[src/rtl/op_stack.sv]
// Operand stack with push/pop/dup/swap, split half-word push, and sticky error flags.
// Top entry lives in a register; the remaining DEPTH-1 entries sit in an array below it.
module op_stack #(
    parameter int DATA_WIDTH = 12,
    parameter int DEPTH      = 64
) (
    input  logic                           clk,
    input  logic                           reset_n,
    input  logic                           ce,
    input  logic                           cmd_valid,
    input  logic [2:0]                     cmd_op,
    input  logic [DATA_WIDTH-1:0]          cmd_data,
    output logic                           cmd_ready,
    output logic [DATA_WIDTH-1:0]          top,
    output logic [$clog2(DEPTH+1)-1:0]     count,
    output logic                           empty,
    output logic                           full,
    output logic                           err_overflow,
    output logic                           err_underflow,
    input  logic                           err_clear
);

    localparam int CW = $clog2(DEPTH + 1);
    localparam int HW = DATA_WIDTH / 2;

    typedef enum logic {
        IDLE,
        HALF
    } state_e;

    typedef enum logic [2:0] {
        OP_NOP     = 3'd0,
        OP_PUSH    = 3'd1,
        OP_POP     = 3'd2,
        OP_DUP     = 3'd3,
        OP_SWAP    = 3'd4,
        OP_PUSH_LO = 3'd5,
        OP_PUSH_HI = 3'd6,
        OP_CLEAR   = 3'd7
    } op_e;

    state_e                  state_q, state_d;
    logic [CW-1:0]           count_q, count_d;
    logic [DATA_WIDTH-1:0]   top_q, top_d;
    logic [HW-1:0]           lo_q, lo_d;
    logic                    ovf_q, ovf_d;
    logic                    unf_q, unf_d;

    logic [DATA_WIDTH-1:0]   below [DEPTH-1];
    logic [DATA_WIDTH-1:0]   second;
    logic                    wr_en;
    logic [CW-1:0]           wr_idx;
    logic [DATA_WIDTH-1:0]   wr_data;

    logic                    accept;
    op_e                     op;
    logic                    push_en;
    logic [DATA_WIDTH-1:0]   push_val;
    logic [HW-1:0]           lo_src;
    logic                    new_ovf;
    logic                    new_unf;

    assign cmd_ready     = ce & reset_n;
    assign accept        = cmd_valid & cmd_ready;
    assign op            = op_e'(cmd_op);

    assign count         = count_q;
    assign empty         = (count_q == '0);
    assign full          = (count_q == CW'(DEPTH));
    assign top           = empty ? '0 : top_q;
    assign err_overflow  = ovf_q;
    assign err_underflow = unf_q;

    // Entry directly beneath the top register; only meaningful when count >= 2.
    always_comb begin
        second = '0;
        for (int unsigned i = 0; i < DEPTH - 1; i++) begin
            if (CW'(i) == count_q - CW'(2)) begin
                second = below[i];
            end
        end
    end

    always_comb begin
        state_d  = state_q;
        count_d  = count_q;
        top_d    = top_q;
        lo_d     = lo_q;
        ovf_d    = ovf_q;
        unf_d    = unf_q;
        wr_en    = 1'b0;
        wr_idx   = count_q - CW'(1);
        wr_data  = top_q;
        push_en  = 1'b0;
        push_val = '0;
        lo_src   = '0;
        new_ovf  = 1'b0;
        new_unf  = 1'b0;

        if (state_q == HALF) begin
            lo_src = lo_q;
        end

        if (accept) begin
            case (op)
                OP_NOP: ;
                OP_PUSH: begin
                    state_d  = IDLE;
                    push_en  = 1'b1;
                    push_val = cmd_data;
                end
                OP_POP: begin
                    state_d = IDLE;
                    if (empty) begin
                        new_unf = 1'b1;
                    end else begin
                        count_d = count_q - CW'(1);
                        top_d   = second;
                    end
                end
                OP_DUP: begin
                    state_d = IDLE;
                    if (empty) begin
                        new_unf = 1'b1;
                    end else begin
                        push_en  = 1'b1;
                        push_val = top_q;
                    end
                end
                OP_SWAP: begin
                    state_d = IDLE;
                    if (count_q < CW'(2)) begin
                        new_unf = 1'b1;
                    end else begin
                        top_d   = second;
                        wr_en   = 1'b1;
                        wr_idx  = count_q - CW'(2);
                        wr_data = top_q;
                    end
                end
                OP_PUSH_LO: begin
                    state_d = HALF;
                    lo_d    = cmd_data[HW-1:0];
                end
                OP_PUSH_HI: begin
                    state_d  = IDLE;
                    push_en  = 1'b1;
                    push_val = {cmd_data[HW-1:0], lo_src};
                end
                OP_CLEAR: begin
                    state_d = IDLE;
                    count_d = '0;
                end
                default: ;
            endcase

            // The old top sinks into the array only if there was one to begin with.
            if (push_en) begin
                if (full) begin
                    new_ovf = 1'b1;
                end else begin
                    top_d   = push_val;
                    count_d = count_q + CW'(1);
                    if (!empty) begin
                        wr_en   = 1'b1;
                        wr_idx  = count_q - CW'(1);
                        wr_data = top_q;
                    end
                end
            end
        end

        if (ce) begin
            ovf_d = (ovf_q & ~err_clear) | new_ovf;
            unf_d = (unf_q & ~err_clear) | new_unf;
        end
    end

    always_ff @(posedge clk or negedge reset_n) begin
        if (!reset_n) begin
            state_q <= IDLE;
            count_q <= '0;
            top_q   <= '0;
            lo_q    <= '0;
            ovf_q   <= 1'b0;
            unf_q   <= 1'b0;
        end else begin
            state_q <= state_d;
            count_q <= count_d;
            top_q   <= top_d;
            lo_q    <= lo_d;
            ovf_q   <= ovf_d;
            unf_q   <= unf_d;
        end
    end

    always_ff @(posedge clk) begin
        if (wr_en) begin
            for (int unsigned i = 0; i < DEPTH - 1; i++) begin
                if (CW'(i) == wr_idx) begin
                    below[i] <= wr_data;
                end
            end
        end
    end

endmodule

[config.mk]
export PLATFORM = sky130hd
export DESIGN_NAME = op_stack
export DESIGN_NICKNAME = d
export VERILOG_FILES = /design/src/rtl/op_stack.sv
export SDC_FILE = /design/constraint.sdc
export NUM_CORES = 1
export LEC_CHECK = 0
export ABC_AREA = 1
export BUFFER_PORTS_ARGS = -buffer_cell sky130_fd_sc_hd__buf_2
export CORE_UTILIZATION = 60
export CTS_BUF_LIST = sky130_fd_sc_hd__clkbuf_2 sky130_fd_sc_hd__clkbuf_4 sky130_fd_sc_hd__clkbuf_8
export CTS_CLUSTER_DIAMETER = 100
export DETAILED_ROUTE_END_ITERATION = 10
export PLACE_DENSITY_LB_ADDON = 0.3
export SLEW_MARGIN = 40
export SYNTH_ARGS = -nofsm -noshare
export SYNTH_HDL_FRONTEND = slang
export SYNTH_SLANG_ARGS = --single-unit
[constraint.sdc]
create_clock -name clk -period 11.4 [get_ports clk]
set_input_delay 1.71 -clock clk [delete_from_list [all_inputs] [get_ports clk]]
set_output_delay 1.71 -clock clk [all_outputs]
set_load 0.01 [all_outputs]
==> run_summary.xml <==
<?xml version="1.0" encoding="UTF-8"?>
<metrics>
  <group name="synth">
    <metric name="synth_warnings" unit="">0</metric>
    <metric name="ys_dominant_reg_cell" unit="">sky130_fd_sc_hd__edfxtp_1</metric>
    <metric name="yosys_register_bits" unit="">784</metric>
    <metric name="async_reset_ff_share" unit="%">3.57</metric>
    <metric name="netlist.top_cell.by_area" unit="">sky130_fd_sc_hd__edfxtp_1</metric>
    <metric name="edff_count_synth" unit="">756</metric>
    <metric name="synthDistinctLibCells" unit="">45</metric>
    <metric name="synthDominantCellAreaShare" unit="%">66.0</metric>
    <metric name="synth_cell_area" unit="mm2">0.0344</metric>
    <metric name="post-synth-top-count-cell" unit="">sky130_fd_sc_hd__nand2_1</metric>
    <metric name="synth_cells" unit="">3249</metric>
    <metric name="synth_fp_nets" unit="">3276</metric>
    <metric name="most_area_consuming_cells_after_synthesis" unit="">sky130_fd_sc_hd__edfxtp_1, sky130_fd_sc_hd__nand2_1, sky130_fd_sc_hd__nand3_1, sky130_fd_sc_hd__inv_1, sky130_fd_sc_hd__nor2_1</metric>
    <metric name="post_synth_top_cells" unit="">sky130_fd_sc_hd__nand2_1, sky130_fd_sc_hd__edfxtp_1, sky130_fd_sc_hd__nand3_1</metric>
    <metric name="seq_area_frac_synth" unit="%">68.0</metric>
    <metric name="post_synth.cell_area_avg" unit="um2">10.6</metric>
  </group>
  <group name="route">
    <metric name="dr.pass1.iters" unit="">9</metric>
    <metric name="average_wire_per_standard_cell" unit="um">19.8</metric>
    <metric name="drt_iter0_drc" unit="">2432</metric>
    <metric name="vias_per_cell" unit="">5.71</metric>
    <metric name="postRouteWirelength" unit="um">83100</metric>
    <metric name="detailroute.via_count" unit="">24000</metric>
    <metric name="drcViolationCount" unit="">0</metric>
    <metric name="antenna_violation_net_count_after_detailed_routing" unit="">0</metric>
  </group>
  <group name="clocking">
    <metric name="cts_inserted_buffers" unit="">130</metric>
    <metric name="post-cts-setup-buffer-count" unit="">0</metric>
    <metric name="cts_tree" unit="">yes</metric>
    <metric name="clock_tree.root_cell" unit="">sky130_fd_sc_hd__clkbuf_8</metric>
    <metric name="tritoncts_num_sinks" unit="">784</metric>
    <metric name="cts_hold_buf" unit="">0</metric>
    <metric name="clock_pin_slew_reported_for_the_worst_setup_and_hold_paths_after_clock_tree_synthesis" unit="ns">0.07</metric>
    <metric name="clock_tree.htree_level_count" unit="">4</metric>
    <metric name="clock_insertion_delay_worst_skew" unit="ns">0.79</metric>
    <metric name="ctsResizeCount" unit="">0</metric>
    <metric name="cts.path.max_buffers" unit="">3</metric>
  </group>
  <group name="final_layout">
    <metric name="instances_no_fill" unit="">4202</metric>
    <metric name="area.growth.synth_to_final" unit="%">10.5</metric>
    <metric name="fin_util" unit="%">67.3</metric>
    <metric name="finalNetCount" unit="">3376</metric>
    <metric name="drive_gt1_share" unit="%">15.3</metric>
  </group>
  <group name="timing">
    <metric name="finalCriticalPeriod" unit="ns">8.01</metric>
    <metric name="relSlewSlack" unit="%">41.5</metric>
    <metric name="grt_setup_unrepaired" unit="">false</metric>
    <metric name="min_period_over_period" unit="%">70.2</metric>
    <metric name="worst_pin_slew" unit="ns">0.877</metric>
    <metric name="finalSetupViolations" unit="">0</metric>
    <metric name="skew" unit="ns">0.0217</metric>
    <metric name="clock.fmax" unit="GHz">0.125</metric>
    <metric name="setup_total_negative_slack" unit="ns">0</metric>
    <metric name="timing_max_transition_violations_final" unit="">0</metric>
    <metric name="hold_viol_final" unit="">0</metric>
  </group>
  <group name="setup_path">
    <metric name="top_cell_by_count_worst_path" unit="">sky130_fd_sc_hd__nand2_1</metric>
    <metric name="worst_setup_path_start_kind" unit="">flop</metric>
    <metric name="critical_path.max_stage_delay" unit="ns">0.66</metric>
    <metric name="cp.required" unit="ns">12.07</metric>
    <metric name="worstPathMaxFanout" unit="">20</metric>
    <metric name="critical_path_arrival" unit="ns">8.68</metric>
    <metric name="crit_type" unit="">flop to flop</metric>
    <metric name="critical_path.slowest_cell" unit="">sky130_fd_sc_hd__nor2_2</metric>
    <metric name="crit_path_end_kind" unit="">flop</metric>
    <metric name="rr_worst_depth" unit="">72</metric>
  </group>
  <group name="power">
    <metric name="p_leak" unit="uW">0.0143</metric>
    <metric name="vdd_ir_drop_max" unit="uV">230</metric>
    <metric name="power.density" unit="mW/mm2">272</metric>
    <metric name="power_report.internal_total" unit="uW">6080</metric>
    <metric name="p_switching" unit="uW">4270</metric>
    <metric name="p_clk_share" unit="%">23.1</metric>
    <metric name="power.combinational.fraction" unit="%">42.6</metric>
    <metric name="totalPowerFinal" unit="uW">10300</metric>
    <metric name="power_switching_share" unit="%">41.3</metric>
    <metric name="seqPwrFrac" unit="%">34.3</metric>
  </group>
  <group name="floorplanning">
    <metric name="placementRows" unit="">87</metric>
    <metric name="fp.dieArea" unit="mm2">0.0583</metric>
    <metric name="initial_utilization" unit="%">60.9</metric>
    <metric name="floorplan.core_area" unit="mm2">0.0565</metric>
    <metric name="fp.dieW" unit="um">241</metric>
    <metric name="io_pins" unit="">44</metric>
    <metric name="die_y" unit="um">241</metric>
  </group>
  <group name="flow_run">
    <metric name="max_cap_violations" unit="">0</metric>
  </group>
  <group name="placed_design">
    <metric name="detailed_place_hpwl" unit="um">50200</metric>
    <metric name="placed_cells" unit="">3972</metric>
    <metric name="globalplace.congestion" unit="">0.890</metric>
    <metric name="numPortBuffers" unit="">43</metric>
  </group>
  <group name="grt">
    <metric name="grt_remaining_overflow" unit="">0</metric>
    <metric name="first_global_vias" unit="">23900</metric>
    <metric name="grt_start_max_net_pins" unit="">68</metric>
    <metric name="grt.total_usage" unit="%">29.6</metric>
    <metric name="grt_antenna_before_repair" unit="">3</metric>
    <metric name="wire_length_of_the_first_global_routing_pass" unit="um">129000</metric>
  </group>
  <group name="worst_hold_path">
    <metric name="hold_depth" unit="">1</metric>
    <metric name="hold_path_class" unit="">flop to flop</metric>
  </group>
  <group name="outcome">
    <metric name="run_status" unit="">finished clean</metric>
  </group>
</metrics>
flip-flops by register name (all words and copies together) (netlist names):
| register | flops |
|---|---|
| below | 756 |
| top_q | 12 |
| count | 7 |
| lo_q | 6 |
| err_overflow | 1 |
| err_underflow | 1 |
| state_q | 1 |
metrics by stage:
step | cell area [um2] | hold WS, ns | setup WS [ns]
global placement | 35200 | 0.466 | 3.55
CTS | 37900 | 0.501 | 3.29
global route | 38000 | 0.522 | 2.52
detailed placement | 35500 | 0.487 | 3.35
finish | 38000 | 0.498 | 3.39
floorplan | 34400 | 0.467 | 6.05
cells by family after synthesis:
| family | synth area share (%) |
|---|---|
| AOI/OAI and AO/OA | 4.67 |
| xor gates and xnor gates | 0.229 |
| adders and majority gates | 0.255 |
| buffers and inverters | 4.98 |
| DFF | 68.0 |
| muxes | 0.196 |
| and+or+nand+nor | 21.6 |
layer usage:
metal  vias to the layer above  GRT usage [%]  share of wire [%]
li1                      11200              -                  -
met1                     11400           37.7                 39
met2                      1196           48.5                 48
met3                       222           5.85                8.7
met4                         4           15.2                4.0
met5                         -              0              0.029
cell type report:
class | count | area, um2
diodes | 1 | 2.50
clock buffers | 176 | 2160
clock inverters | 52 | 308
fillers | 4032 | 18500
inverters | 304 | 1140
multi-input cells | 2053 | 9520
flip-flops and latches | 784 | 23400
well taps | 756 | 946
repair buffers | 76 | 507
power groups by stage:
stage | logic, uW | registers [uW] | clock network (uW)
after floorplan | 2690 | 3770 | 0
after global routing | 4910 | 3550 | 2530
final | 4410 | 3550 | 2390
after detailed placement | 4340 | 3610 | 0
after CTS | 4370 | 3550 | 2410
after global placement | 4250 | 3610 | 0
worst paths after layout:
kind	startpoint	endpoint	slack, ns
min	err_overflow$_DFFE_PN0P_	err_overflow$_DFFE_PN0P_	0.50
max in group asynchronous	reset_n	top_q[11]$_DFFE_PN0P_	9.86
min in group asynchronous	reset_n	lo_q[2]$_DFFE_PN0P_	1.00
max reg2reg	count[1]$_DFFE_PN0P_	top_q[1]$_DFFE_PN0P_	3.39
min reg2reg	err_overflow$_DFFE_PN0P_	err_overflow$_DFFE_PN0P_	0.50
max	count[1]$_DFFE_PN0P_	top_q[1]$_DFFE_PN0P_	3.39
worst max-delay path, delay by kind of cell, from the launching register on:
kind,cells,cell delay (ns)
adders and majority gates,1,0.30
buffers and inverters,6,0.88
AOI/OAI and AO/OA,5,0.68
DFF,1,0.46
and+or+nand+nor,60,5.57
layout by cell type, fill, tap and decap left out, types with 7 or more instances in the layout:
cell type                       n
sky130_fd_sc_hd__a21oi_1      116
sky130_fd_sc_hd__a31oi_1        7
sky130_fd_sc_hd__buf_2         43
sky130_fd_sc_hd__buf_4         28
sky130_fd_sc_hd__clkbuf_4      42
sky130_fd_sc_hd__clkbuf_8     134
sky130_fd_sc_hd__clkinv_1      38
sky130_fd_sc_hd__clkinvlp_4     8
sky130_fd_sc_hd__dfrtp_1       16
sky130_fd_sc_hd__dfrtp_2       12
sky130_fd_sc_hd__edfxtp_1     756
sky130_fd_sc_hd__ha_1           7
sky130_fd_sc_hd__inv_1        289
sky130_fd_sc_hd__inv_2          8
sky130_fd_sc_hd__nand2_1     1023
sky130_fd_sc_hd__nand2_2        8
sky130_fd_sc_hd__nand3_1      303
sky130_fd_sc_hd__nand4_1       19
sky130_fd_sc_hd__nor2_1       143
sky130_fd_sc_hd__nor2_2        83
sky130_fd_sc_hd__nor2_4         7
sky130_fd_sc_hd__nor3_1        18
sky130_fd_sc_hd__o211ai_1      24
sky130_fd_sc_hd__o21ai_0       96
sky130_fd_sc_hd__o21ai_1       12
sky130_fd_sc_hd__o22ai_1       17
sky130_fd_sc_hd__or2_2        122
sky130_fd_sc_hd__xor2_1         7
Power figures use the tool's default switching activity.
